--- config.mk ---
export PLATFORM = sky130hd
export DESIGN_NAME = wb_arbiter_flat
export DESIGN_NICKNAME = d
export VERILOG_FILES = /design/src/rtl/wb_arbiter_if.sv /design/src/rtl/wb_arbiter.sv /design/src/flat_wrapper.sv
export SDC_FILE = /design/constraint.sdc
export NUM_CORES = 1
export LEC_CHECK = 0
export CORE_UTILIZATION = 45
export CTS_BUF_LIST = sky130_fd_sc_hd__clkbuf_8
export CTS_CLUSTER_SIZE = 14
export DETAILED_ROUTE_END_ITERATION = 16
export PLACE_DENSITY = 0.88
export SLEW_MARGIN = 20
export SYNTH_ARGS = -nofsm -noshare
export SYNTH_HDL_FRONTEND = slang
export SYNTH_SLANG_ARGS = --single-unit
--- constraint.sdc ---
create_clock -name Clk -period 2 [get_ports Clk]
set_clock_uncertainty 0.05 [all_clocks]
set_input_delay 0.4 -clock Clk [delete_from_list [all_inputs] [get_ports Clk]]
set_output_delay 0.4 -clock Clk [all_outputs]
set_load 0.005 [all_outputs]
--- src/rtl/wb_arbiter_if.sv ---
// Write-back arbiter bus: ALU and memory requesters,
// issue strobe, register-file write port and scoreboard.
interface wb_arbiter_if;
  logic        AReq;
  logic [4:0]  AWr;
  logic [31:0] AD;
  logic        AAck;
  logic        MReq;
  logic [4:0]  MWr;
  logic [31:0] MD;
  logic        MAck;
  logic        Iss;
  logic [4:0]  IssR;
  logic        We;
  logic [4:0]  Wr;
  logic [31:0] D;
  logic [31:0] Busy;

  modport slave (
    input  AReq, AWr, AD,
    input  MReq, MWr, MD,
    input  Iss, IssR,
    output AAck, MAck,
    output We, Wr, D, Busy
  );

  modport master (
    output AReq, AWr, AD,
    output MReq, MWr, MD,
    output Iss, IssR,
    input  AAck, MAck,
    input  We, Wr, D, Busy
  );
endinterface

--- src/rtl/wb_arbiter.sv ---
// Two-requester round-robin write-back arbiter with
// registered register-file write port and pending-write scoreboard.
module wb_arbiter (
  input  logic        Clk,
  input  logic        Clrn,
  wb_arbiter_if.slave bus
);
  typedef enum logic {
    LAST_A = 1'b0,
    LAST_M = 1'b1
  } last_e;

  last_e       last_q, last_d;
  logic        we_q, we_d;
  logic [4:0]  wr_q, wr_d;
  logic [31:0] d_q, d_d;
  logic [31:0] busy_q, busy_d;
  logic [31:0] set_v, clr_v;
  logic        gnt_a, gnt_m;

  // Acks are held low while in reset so no transfer is seen.
  always_comb begin
    gnt_a = 1'b0;
    gnt_m = 1'b0;
    if (Clrn) begin
      unique case (1'b1)
        bus.AReq && bus.MReq: begin
          gnt_m = (last_q == LAST_A);
          gnt_a = (last_q == LAST_M);
        end
        bus.AReq && !bus.MReq: gnt_a = 1'b1;
        bus.MReq && !bus.AReq: gnt_m = 1'b1;
        default: ;
      endcase
    end
  end

  always_comb begin
    we_d   = 1'b0;
    wr_d   = wr_q;
    d_d    = d_q;
    last_d = last_q;
    if (gnt_a) begin
      we_d   = |bus.AWr;
      wr_d   = bus.AWr;
      d_d    = bus.AD;
      last_d = LAST_A;
    end else if (gnt_m) begin
      we_d   = |bus.MWr;
      wr_d   = bus.MWr;
      d_d    = bus.MD;
      last_d = LAST_M;
    end
  end

  // Set wins over the commit clear; bit 0 never tracks.
  always_comb begin
    set_v = '0;
    clr_v = '0;
    if (bus.Iss) set_v[bus.IssR] = 1'b1;
    if (we_q) clr_v[wr_q] = 1'b1;
    busy_d = ((busy_q & ~clr_v) | set_v)
           & 32'hFFFF_FFFE;
  end

  always_ff @(posedge Clk or negedge Clrn) begin
    if (!Clrn) begin
      last_q <= LAST_A;
      we_q   <= 1'b0;
      wr_q   <= '0;
      d_q    <= '0;
      busy_q <= '0;
    end else begin
      last_q <= last_d;
      we_q   <= we_d;
      wr_q   <= wr_d;
      d_q    <= d_d;
      busy_q <= busy_d;
    end
  end

  assign bus.AAck = gnt_a;
  assign bus.MAck = gnt_m;
  assign bus.We   = we_q;
  assign bus.Wr   = wr_q;
  assign bus.D    = d_q;
  assign bus.Busy = busy_q;
endmodule

--- src/flat_wrapper.sv ---
// flat-port wrapper written by rule: the top's interface ports become plain ports
module wb_arbiter_flat 
  (Clk, Clrn, bus_AReq, bus_AWr, bus_AD, bus_MReq, bus_MWr, bus_MD, bus_Iss, bus_IssR, bus_AAck, bus_MAck, bus_We, bus_Wr, bus_D, bus_Busy);
  wb_arbiter_if bus_i ();
  input  logic Clk;
  input  logic Clrn;
  input wire logic [$bits(bus_i.AReq)-1:0] bus_AReq;
  input wire logic [$bits(bus_i.AWr)-1:0] bus_AWr;
  input wire logic [$bits(bus_i.AD)-1:0] bus_AD;
  input wire logic [$bits(bus_i.MReq)-1:0] bus_MReq;
  input wire logic [$bits(bus_i.MWr)-1:0] bus_MWr;
  input wire logic [$bits(bus_i.MD)-1:0] bus_MD;
  input wire logic [$bits(bus_i.Iss)-1:0] bus_Iss;
  input wire logic [$bits(bus_i.IssR)-1:0] bus_IssR;
  output wire logic [$bits(bus_i.AAck)-1:0] bus_AAck;
  output wire logic [$bits(bus_i.MAck)-1:0] bus_MAck;
  output wire logic [$bits(bus_i.We)-1:0] bus_We;
  output wire logic [$bits(bus_i.Wr)-1:0] bus_Wr;
  output wire logic [$bits(bus_i.D)-1:0] bus_D;
  output wire logic [$bits(bus_i.Busy)-1:0] bus_Busy;
  assign bus_i.AReq = bus_AReq;
  assign bus_i.AWr = bus_AWr;
  assign bus_i.AD = bus_AD;
  assign bus_i.MReq = bus_MReq;
  assign bus_i.MWr = bus_MWr;
  assign bus_i.MD = bus_MD;
  assign bus_i.Iss = bus_Iss;
  assign bus_i.IssR = bus_IssR;
  assign bus_AAck = bus_i.AAck;
  assign bus_MAck = bus_i.MAck;
  assign bus_We = bus_i.We;
  assign bus_Wr = bus_i.Wr;
  assign bus_D = bus_i.D;
  assign bus_Busy = bus_i.Busy;
  wb_arbiter u_core (.Clk(Clk), .Clrn(Clrn), .bus(bus_i));
endmodule
==> flow_summary.toml <==
[run_status]
run_status = "complete, no violations"

[power]
switchingPower_mw = 1.39
power.static_leakage_nw = 1.87
clockPowerShare_pct = 20.4
power_density_nw_per_um2 = 927
intPower_mw = 3.26
p_comb_share_pct = 35.7
ir_drop_mv = 0.493
netSwitchingFraction_pct = 29.8
power.total_mw = 4.64
share_seq_of_total_power_pct = 43.9

[floorplanning]
floorplan.rows = 30
chipHeight_um = 86.8
floorplan.die_area_um2 = 7530
die_w_um = 86.8
core-area_um2 = 6870
top_level_ports = 156
initial_utilization_pct = 47.1

[logic_synthesis]
synth_largest_type_area_fraction_pct = 54.2
mappedNetlistArea_um2 = 3230
mappedNetlistNets = 429
ys_top_cells_by_area = "dfrtp_1, o21ai_0, a31oi_1, nand3_1, nor2_1"
synthesis.yosys.warnings = 0
cells_after_synth = 345
number_of_different_library_cells_in_the_post_synthesis_netlist = 22
synth_top_area_cell = "dfrtp_1"
yosys_register_bits = 70
syn-mean-instance-area_um2 = 9.37
yosysSeqAreaShare_pct = 54.2

[final_layout]
layout-drive-gt1-share_pct = 5.79
ant_diodes = 0
fill_cells = 509
area_growth_syn_to_layout_pct = 54.9
register_area_um2 = 1750
multi_input_comb_area_um2 = 1320
nNetsFinal = 581
finalInstanceArea_um2 = 5010
fin_util_pct = 72.9

[route]
detail_route.first_pass.iterations = 5
wl_per_cell_um = 16.3
num_vias = 3339
via_per_inst = 5.59
detail-route-antenna-nets = 0
drc = 0
drt-total-wl_um = 9700
detailedRoute.firstIterationViolations = 187

[sta]
finalWorstPathRequiredPeriod_ps = 1880
worst_slack_ps = 123
finalHoldViolations = 0
min_period_over_period_pct = 93.8
fmax_mhz = 533
final-setup-viol-count = 0
timing.setup.tns_ps = 0
relative_slew_slack_pct = 42.0
timing.final.max_slew_violations = 0
grt_setup_unrepaired = "false"
worst_slew_pin_slew_ps = 869

[clocking]
number_of_levels_the_h_tree_was_split_into = 3
tritoncts = "yes"
clk_latency_ps = 340
post_cts_buffers = 0
root_buffer = "clkbuf_8"
count_of_hold_buffers_inserted_by_post_cts_repair = 0
cts_buffers = 9
cts.clk_slew.worst_paths_ps = 70
cts-root-to-sink-buffers = 2
clock_sink_count = 70

[global_route]
most_congested_layer_reported_by_global_routing = "met2"
number_of_global_route_vias_before_repair = 3267
overflow = 0
antenna_found_initial = 0
global_route.usage.total_pct = 27.1
maximum_number_of_pins_on_one_net_before_global_route_repair = 71
grt_util_met2_pct = 45.3
grt_use_met1_pct = 32.1
grt_util_met3_pct = 7.14
grt_first_pass_wirelength_um = 15600

[worst_setup_path]
reg2reg_capture_point = "u_core.bus.Busy[5]$_DFF_PN0_"
crit_buf_inv = 1
cp_data_required_time_ps = 1550
worst_path_largest_cell_delay_ps = 560
critical_path.reg2reg.startpoint = "u_core.bus.Wr[2]$_DFFE_PN0P_"
timing.critical_path.to = "bus_Wr[3]"
timing.critical_path.cells = "clkdlybuf4s50_1"
ff2ff_path_depth = 4
crit_path_end_kind = "primary output"
crit_fanout = 10
cpLargestDelayFamily = "buffers and inverters"
worstSetupPathType = "reg2out"
timing.critical_path.slowest_stage_cell = "clkdlybuf4s50_1"
cp-start-kind = "flip-flop"
rrSetupSlack_ps = 500
worst-endpoint-arrival_ps = 1430
crit_cells = 1
setup.worst_path.start = "u_core.bus.Wr[3]$_DFFE_PN0P_"

[flow_run]
cap_violations = 0

[place]
place.gp.congestion = 0.838
dp_slack_ps = -144
port_buffers = 154
dpl.hpwl_um = 6870
post_dp_cell_area_um2 = 4860

[worst_hold_path]
worst_hold_path_type = "in2async"
[kinds of logic (layout without fill, tap and decap cells)]
kind of cell / after synthesis / after routing / synth area share, %
buf+inv: 25 / 181 / 5.03
flops: 70 / 70 / 54.2
simple gates: 114 / 114 / 17.8
other cells: 1 / 1 / 0.116
compound gates: 135 / 135 / 22.8
[routing by layer]
layer / up-vias / routed length [um]
met1: 1576 / 3810
met4: 0 / 172
met3: 11 / 936
met5: - / 0
li1: 1569 / -
met2: 183 / 4790
[layout make-up]
| type | count | area share, % |
|---|---|---|
| Clock buffer | 9 | 2.47 |
| Clock inverter | 6 | 0.625 |
| Multi-Input combinational cell | 250 | 26.4 |
| Sequential cell | 70 | 35.0 |
| Tap cell | 96 | 2.40 |
| Timing Repair Buffer | 166 | 33.2 |
[worst min path at each step]
stage,start,to,slack [ps],cells past startpoint
2_1_floorplan,Clrn,u_core.bus.Busy[10]$_DFF_PN0_,50,0
3_3_place_gp,u_core.bus.Busy[2]$_DFF_PN0_,u_core.bus.Busy[2]$_DFF_PN0_,440,2
3_5_place_dp,u_core.bus.Busy[22]$_DFF_PN0_,u_core.bus.Busy[22]$_DFF_PN0_,440,2
4_1_cts,Clrn,u_core.bus.D[0]$_DFFE_PN0P_,300,2
5_1_grt,Clrn,u_core.bus.D[0]$_DFFE_PN0P_,360,2
6_report,Clrn,u_core.bus.D[3]$_DFFE_PN0P_,270,2
[cell usage after synthesis]
library cell	n
and2_1	2
o21ai_1	17
buf_6	4
nor2_1	42
nor2b_4	1
nor3_1	6
clkbuf_1	4
nand3b_1	10
a22o_1	1
dfrtp_1	70
o21ai_0	79
nand2b_1	1
buf_4	7
nand2_1	6
o32ai_1	4
or3_1	2
a31oi_1	33
nand3_1	37
or3b_1	7
buf_2	10
conb_1	1
o21a_1	1
[state kept, by name (all words and copies together) (netlist names)]
name             flops
u_core.bus.D        32
u_core.bus.Busy     31
u_core.bus.Wr        5
u_core.bus.We        1
u_core.last_q        1
[placed cells by master (no fill, tap or decap), drive strengths merged]
master and count:
a22o 1, a31oi 33, and2 2, buf 13, clkbuf 9, clkdlybuf4s50 151
clkinv 4, clkinvlp 1, conb 1, dfrtp 70, dlygate4sd2 2, inv 1
nand2 6, nand2b 1, nand3 37, nand3b 10, nor2 42, nor2b 1
nor3 6, o21a 1, o21ai 96, o32ai 4, or3 2, or3b 7
[metrics by stage]
| step | std cells | hold slack [ps] |
|---|---|---|
| after floorplan | 345 | 54.4 |
| after global placement | 582 | 435 |
| after detailed placement | 582 | 444 |
| final | 597 | 275 |
| after CTS | 597 | 299 |
| after global routing | 597 | 357 |
[power by group through the flow]
stage | clock [mW] | sequential (mW) | combinational [mW]
2_1_floorplan | 0 | 2.06 | 0.504
3_3_place_gp | 0 | 2.05 | 1.61
3_5_place_dp | 0 | 2.06 | 1.67
4_1_cts | 0.964 | 2.04 | 1.67
5_1_grt | 1.03 | 2.08 | 1.82
6_report | 0.946 | 2.04 | 1.66
[what timing repair did]
| action | in CTS | in global routing |
|---|---|---|
| setup endpoints to repair | 2 | 0 |
| gates resized for setup | 2 | 0 |
| endpoints found under the hold margin | 0 | 0 |
(Power assumes the default switching activity.)
